<file path="src/rtl/goc_pwm_tx.sv">
// GOC downstream serializer: pops bytes from a FWFT FIFO and sends them MSB-first
// as a 4-unit-per-bit PWM stream ('1' = 3 high + 1 low, '0' = 1 high + 3 low).
module goc_pwm_tx #(
    parameter int CNT_W     = 22,
    parameter int BIT_UNITS = 4
) (
    input  logic             clk,
    input  logic             reset,
    input  logic [7:0]       fifo_din,
    input  logic             fifo_empty,
    output logic             fifo_re,
    input  logic             start_tx,
    input  logic [CNT_W-1:0] base_counter,
    output logic             pwm_out,
    output logic             busy,
    output logic             byte_done
);

    typedef enum logic [1:0] {IDLE, HIGH, LOW} state_t;

    state_t           state_q, state_d;
    logic [7:0]       shift_q, shift_d;
    logic [2:0]       bit_cnt_q, bit_cnt_d;
    logic [CNT_W-1:0] ulen_q, ulen_d;
    logic [CNT_W-1:0] timer_q, timer_d;
    logic [1:0]       ucnt_q, ucnt_d;
    logic             pwm_q, pwm_d;
    logic             done_q, done_d;
    logic             re_c;

    logic       load_ok;
    logic [1:0] long_units, phase_units;
    logic       unit_end, phase_end;

    assign load_ok    = start_tx & ~fifo_empty;
    assign long_units = 2'(BIT_UNITS - 1);
    // A '1' spends the long phase high; a '0' spends it low.
    assign phase_units = (state_q == HIGH) ? (shift_q[7] ? long_units : 2'd1)
                                           : (shift_q[7] ? 2'd1 : long_units);
    assign unit_end  = (timer_q == '0);
    assign phase_end = unit_end && (ucnt_q == phase_units - 2'd1);

    always_ff @(posedge clk) begin
        if (reset) begin
            state_q   <= IDLE;
            shift_q   <= '0;
            bit_cnt_q <= '0;
            ulen_q    <= '0;
            timer_q   <= '0;
            ucnt_q    <= '0;
            pwm_q     <= 1'b0;
            done_q    <= 1'b0;
        end else begin
            state_q   <= state_d;
            shift_q   <= shift_d;
            bit_cnt_q <= bit_cnt_d;
            ulen_q    <= ulen_d;
            timer_q   <= timer_d;
            ucnt_q    <= ucnt_d;
            pwm_q     <= pwm_d;
            done_q    <= done_d;
        end
    end

    always_comb begin
        state_d   = state_q;
        shift_d   = shift_q;
        bit_cnt_d = bit_cnt_q;
        ulen_d    = ulen_q;
        timer_d   = timer_q;
        ucnt_d    = ucnt_q;
        done_d    = 1'b0;
        re_c      = 1'b0;
        case (state_q)
            IDLE: begin
                if (load_ok) begin
                    re_c      = 1'b1;
                    shift_d   = fifo_din;
                    bit_cnt_d = 3'd7;
                    ulen_d    = base_counter;
                    timer_d   = base_counter;
                    ucnt_d    = '0;
                    state_d   = HIGH;
                end
            end
            HIGH, LOW: begin
                if (!unit_end) begin
                    timer_d = timer_q - 1'b1;
                end else if (!phase_end) begin
                    timer_d = ulen_q;
                    ucnt_d  = ucnt_q + 2'd1;
                end else begin
                    timer_d = ulen_q;
                    ucnt_d  = '0;
                    if (state_q == HIGH) begin
                        state_d = LOW;
                    end else if (bit_cnt_q != '0) begin
                        shift_d   = {shift_q[6:0], 1'b0};
                        bit_cnt_d = bit_cnt_q - 3'd1;
                        state_d   = HIGH;
                    end else begin
                        // Final unit of the byte: chain straight into the next one if possible.
                        done_d = 1'b1;
                        if (load_ok) begin
                            re_c      = 1'b1;
                            shift_d   = fifo_din;
                            bit_cnt_d = 3'd7;
                            ulen_d    = base_counter;
                            timer_d   = base_counter;
                            state_d   = HIGH;
                        end else begin
                            state_d = IDLE;
                        end
                    end
                end
            end
            default: state_d = IDLE;
        endcase
        pwm_d = (state_d == HIGH);
    end

    assign fifo_re   = re_c & ~reset;
    assign pwm_out   = pwm_q;
    assign busy      = (state_q != IDLE);
    assign byte_done = done_q;

endmodule

</file>
<file path="config.mk">
export PLATFORM = sky130hd
export DESIGN_NAME = goc_pwm_tx
export DESIGN_NICKNAME = d
export VERILOG_FILES = /design/src/rtl/goc_pwm_tx.sv
export SDC_FILE = /design/constraint.sdc
export NUM_CORES = 1
export LEC_CHECK = 0
export ABC_CLOCK_PERIOD_IN_PS = 3000
export BUFFER_PORTS_ARGS = -buffer_cell sky130_fd_sc_hd__buf_2
export CORE_ASPECT_RATIO = 1.75
export CORE_UTILIZATION = 50
export DETAILED_ROUTE_END_ITERATION = 6
export PLACE_DENSITY = 0.7
export RECOVER_POWER = 100
export SYNTH_ARGS = -nofsm -noshare
export SYNTH_HDL_FRONTEND = slang
export SYNTH_SLANG_ARGS = --single-unit
</file>
<file path="constraint.sdc">
create_clock -name clk -period 3 [get_ports clk]
set_clock_uncertainty 0.2 [all_clocks]
set_input_delay 0.75 -clock clk [delete_from_list [all_inputs] [get_ports clk]]
set_output_delay 0.75 -clock clk [all_outputs]
set_load 0.1 [all_outputs]
</file>
==> flow_metrics.env <==
export IMPL_startpoint="timer_q[18]"
export IMPL_clkLatencyLatePin_ns=0.33
export IMPL_cpPeakStageDelay_ns=0.54
export IMPL_insertedDiodeCount=0
export IMPL_cp_data_arrival_time_ns=2.36
export IMPL_path_class="flip-flop to output pin"
export IMPL_p_comb_frac=0.270
export IMPL_clk_pin_slew_ns=0.05
export IMPL_yosysWarningCount=0
export IMPL_num_vias=3495
export IMPL_worst_hold_path_type="flip-flop to flip-flop"
export IMPL_die_y_um=111
export IMPL_syn_area_mm2=0.00339
export IMPL_post_drt_wl_per_cell_um=17.6
export IMPL_p_switching_mw=0.806
export IMPL_synthDistinctLibCells=55
export IMPL_crit_required_ns=2.05
export IMPL_status="complete, but fails checks"
export IMPL_cts_inserted_buffers=9
export IMPL_clock_path_buffers=2
export IMPL_p_per_area_mw_per_mm2=613
export IMPL_min_period_ns=3.31
export IMPL_synth_area_per_cell_um2=7.93
export IMPL_total_leakage_power_nw=1.81
export IMPL_grt_pass1_vias=3538
export IMPL_cts_tree="done"
export IMPL_die_x_um=64.3
export IMPL_ys_ff_latch=61
export IMPL_numPortBuffers=37
export IMPL_via_per_inst=6.07
export IMPL_routabilityCongestion=0.928
export IMPL_drt_initial_drc_count=234
export IMPL_max_freq_ghz=0.302
export IMPL_whs_path_depth=2
export IMPL_cp_num_buf_inv=1
export IMPL_cts_sinks=61
export IMPL_core_area_mm2=0.00654
export IMPL_start_kind="flip-flop"
export IMPL_antenna_found_initial=0
export IMPL_tightest_slew_ns=1.16
export IMPL_hold_violations=0
export IMPL_cp_max_fo=4
export IMPL_period_share=1.10
export IMPL_overflow=0
export IMPL_slew_violations=0
export IMPL_gr_usage_met1=0.327
export IMPL_drt_pass1_iterations=4
export IMPL_cp_slowest_cell="or4_4"
export IMPL_cp_depth=6
export IMPL_grt_met2_usage=0.548
export IMPL_maxSlewHeadroom=0.228
export IMPL_worstSetupEndpointType="output pin"
export IMPL_start_util=0.519
export IMPL_die_area_mm2=0.00713
export IMPL_nets=531
export IMPL_grt_use_met3=0.0658
export IMPL_synthCells=428
export IMPL_crit_top_cell="or4_4"
export IMPL_crit_family="simple AND/OR/NAND/NOR gates"
export IMPL_max_cap_violations=0
export IMPL_hold_slack_ns=0.269
export IMPL_drc=0
export IMPL_synth_nets=469
export IMPL_power_total_mw=2.57
export IMPL_grt_max_degree=41
export IMPL_crit_path_end="fifo_re"
export IMPL_track_usage=0.308
export IMPL_clkPwrFrac=0.376
export IMPL_n_fill_cell=596
export IMPL_timing_final_setup_violations=2
export IMPL_grt_pass1_wl_um=16900
export IMPL_crit_chain="or4_4 -> or4_4 -> nor4_4 -> nor2_2 -> nor3_4 -> buf_12"
export IMPL_worst_r2r_cell_count=8
export IMPL_synth_edff_count=0
export IMPL_violations="setup timing"
export IMPL_dominantRegCellSynth="dfxtp_1"
export IMPL_wl_um=10100
export IMPL_r2r_start="timer_q[18]"
export IMPL_dp_hpwl_um=7320
export IMPL_num_io_pins=38
export IMPL_top_usage_layer="met2"
export IMPL_cts_root_buf="clkbuf_16"
export IMPL_power_internal_mw=1.77
export IMPL_swShare=0.313
export IMPL_ys_seq_area_frac=0.360
export IMPL_rsz0062_at_grt="yes"
export IMPL_ir_drop_mv=0.579
export IMPL_drive_gt1_frac=0.213
export IMPL_area_growth_pct=23.7
export IMPL_seqPwrFrac=0.353
export IMPL_ff2ff_setup_slack_ns=-0.09
export IMPL_ant_nets=0
export IMPL_num_rows=39
export IMPL_setup_ws_ns=-0.311
export IMPL_synth_async_reset_ratio=0
export IMPL_worstHoldStart="ulen_q[21]"
export IMPL_r2r_end="timer_q[5]"
export IMPL_htreeDepth=3
[sequential cells by signal (all words and copies together) (netlist names)]
name	flops
shift_q	8
byte_done	1
bit_cnt_q	3
ucnt_q	2
state_q	2
ulen_q	22
pwm_out	1
timer_q	22
[worst min path at each step]
stage	endpoint	slack [ns]
after floorplan	ulen_q[21]	0.23
after global placement	ulen_q[21]	0.24
after detailed placement	ulen_q[21]	0.26
after CTS	ulen_q[21]	0.26
after global routing	ulen_q[21]	0.29
final	ulen_q[21]	0.27
[layout by cell type, fill, tap and decap left out, types with 3 or more instances in the layout]
master and n:
buf_4 37, o32ai_1 4, a221oi_1 10, xor2_1 7, nor4_1 7, mux2i_1 21
nor3_1 11, or3_1 20, clkbuf_8 3, mux2_2 3, or2_2 4, and4_1 3
a211oi_1 3, nand2_1 38, nand4_1 8, nand3_1 15, dfxtp_1 59, a21oi_1 20
clkbuf_1 5, buf_2 34, nor2_1 44, inv_1 15, ha_1 7, a31oi_1 4
nand2b_1 4, o21ai_0 39, clkbuf_16 9, o31ai_1 5, o211ai_1 4, nor2b_1 4
[worst register-to-register path: cells and delay by family, from the launching register on]
| family | cells | cell delay, ns |
|---|---|---|
| flops | 1 | 0.33 |
| simple gates | 3 | 1.26 |
| buf+inv | 2 | 0.59 |
| compound gates | 3 | 0.60 |
[routing by layer]
layer	part of all wire	vias to the layer above
met5	0	-
met4	0.026	0
met3	0.047	17
met2	0.54	94
met1	0.39	1676
li1	-	1708
[power groups by stage]
stage                     clock network [mW]  registers [mW]  logic (mW)
after floorplan                            0           0.922       0.446
after global placement                     0           0.920       0.675
after detailed placement                   0           0.923       0.683
after CTS                              0.987           0.907       0.689
after global routing                    1.02           0.914       0.765
final                                  0.969           0.909       0.695
[cell usage after synthesis (7+ instances only)]
cell	instances	area [um2]
dfxtp_1	61	1220
nor2_1	44	165
o21ai_0	39	195
nand2_1	38	143
mux2i_1	21	210
a21oi_1	20	100
clkbuf_1	20	75.1
or3_1	20	125
inv_1	15	56.3
nand3_1	15	75.1
nor3_1	12	60.1
a221oi_1	10	87.6
nand4_1	8	50.1
nor4_1	8	50.1
ha_1	7	87.6
xor2_1	7	61.3
[kinds of logic (layout without fill, tap and decap cells)]
| family | Yosys count | count (layout) | synth area share |
|---|---|---|---|
| XOR/XNOR | 9 | 9 | 0.0232 |
| AND/OR/NAND/NOR | 172 | 172 | 0.254 |
| flip-flops | 61 | 61 | 0.360 |
| buffers and inverters | 41 | 107 | 0.0472 |
| AO/OA/AOI/OAI | 114 | 114 | 0.218 |
| adder cells (fa/ha/maj) | 7 | 7 | 0.0258 |
| multiplexers | 24 | 24 | 0.0719 |
[timing repair]
| item | in CTS | in global routing |
|---|---|---|
| hold buffers | 0 | 0 |
| setup buffers | 1 | 0 |
| gates cloned | 0 | 0 |
| setup endpoints to repair | 1 | 4 |
| pin swaps | 2 | 1 |
| resized for setup | 1 | 3 |
[per-stage QoR]
step	cell area, um2	instances	setup TNS, ns	worst slack [ns]	utilization
4_1_cts	4200	576	-0.396	-0.396	0.642
3_3_place_gp	3910	560	-0.0449	-0.0449	0.598
2_1_floorplan	3430	428	-0.474	-0.474	-
3_5_place_dp	3910	560	-0.0685	-0.0685	0.598
6_report	4200	576	-0.396	-0.311	0.642
5_1_grt	4200	576	-0.812	-0.359	0.642
[final cells by class]
class / count / area [um2] / area share
inverter: 16 / 63.8 / 0.0152
multi-input combinational: 326 / 2050 / 0.487
tap: 82 / 103 / 0.0244
clock buffer: 14 / 274 / 0.0653
clock inverter: 1 / 5.00 / 0.00119
timing repair buffer: 76 / 484 / 0.115
sequential: 61 / 1220 / 0.291
Power figures use the tool's default switching activity.
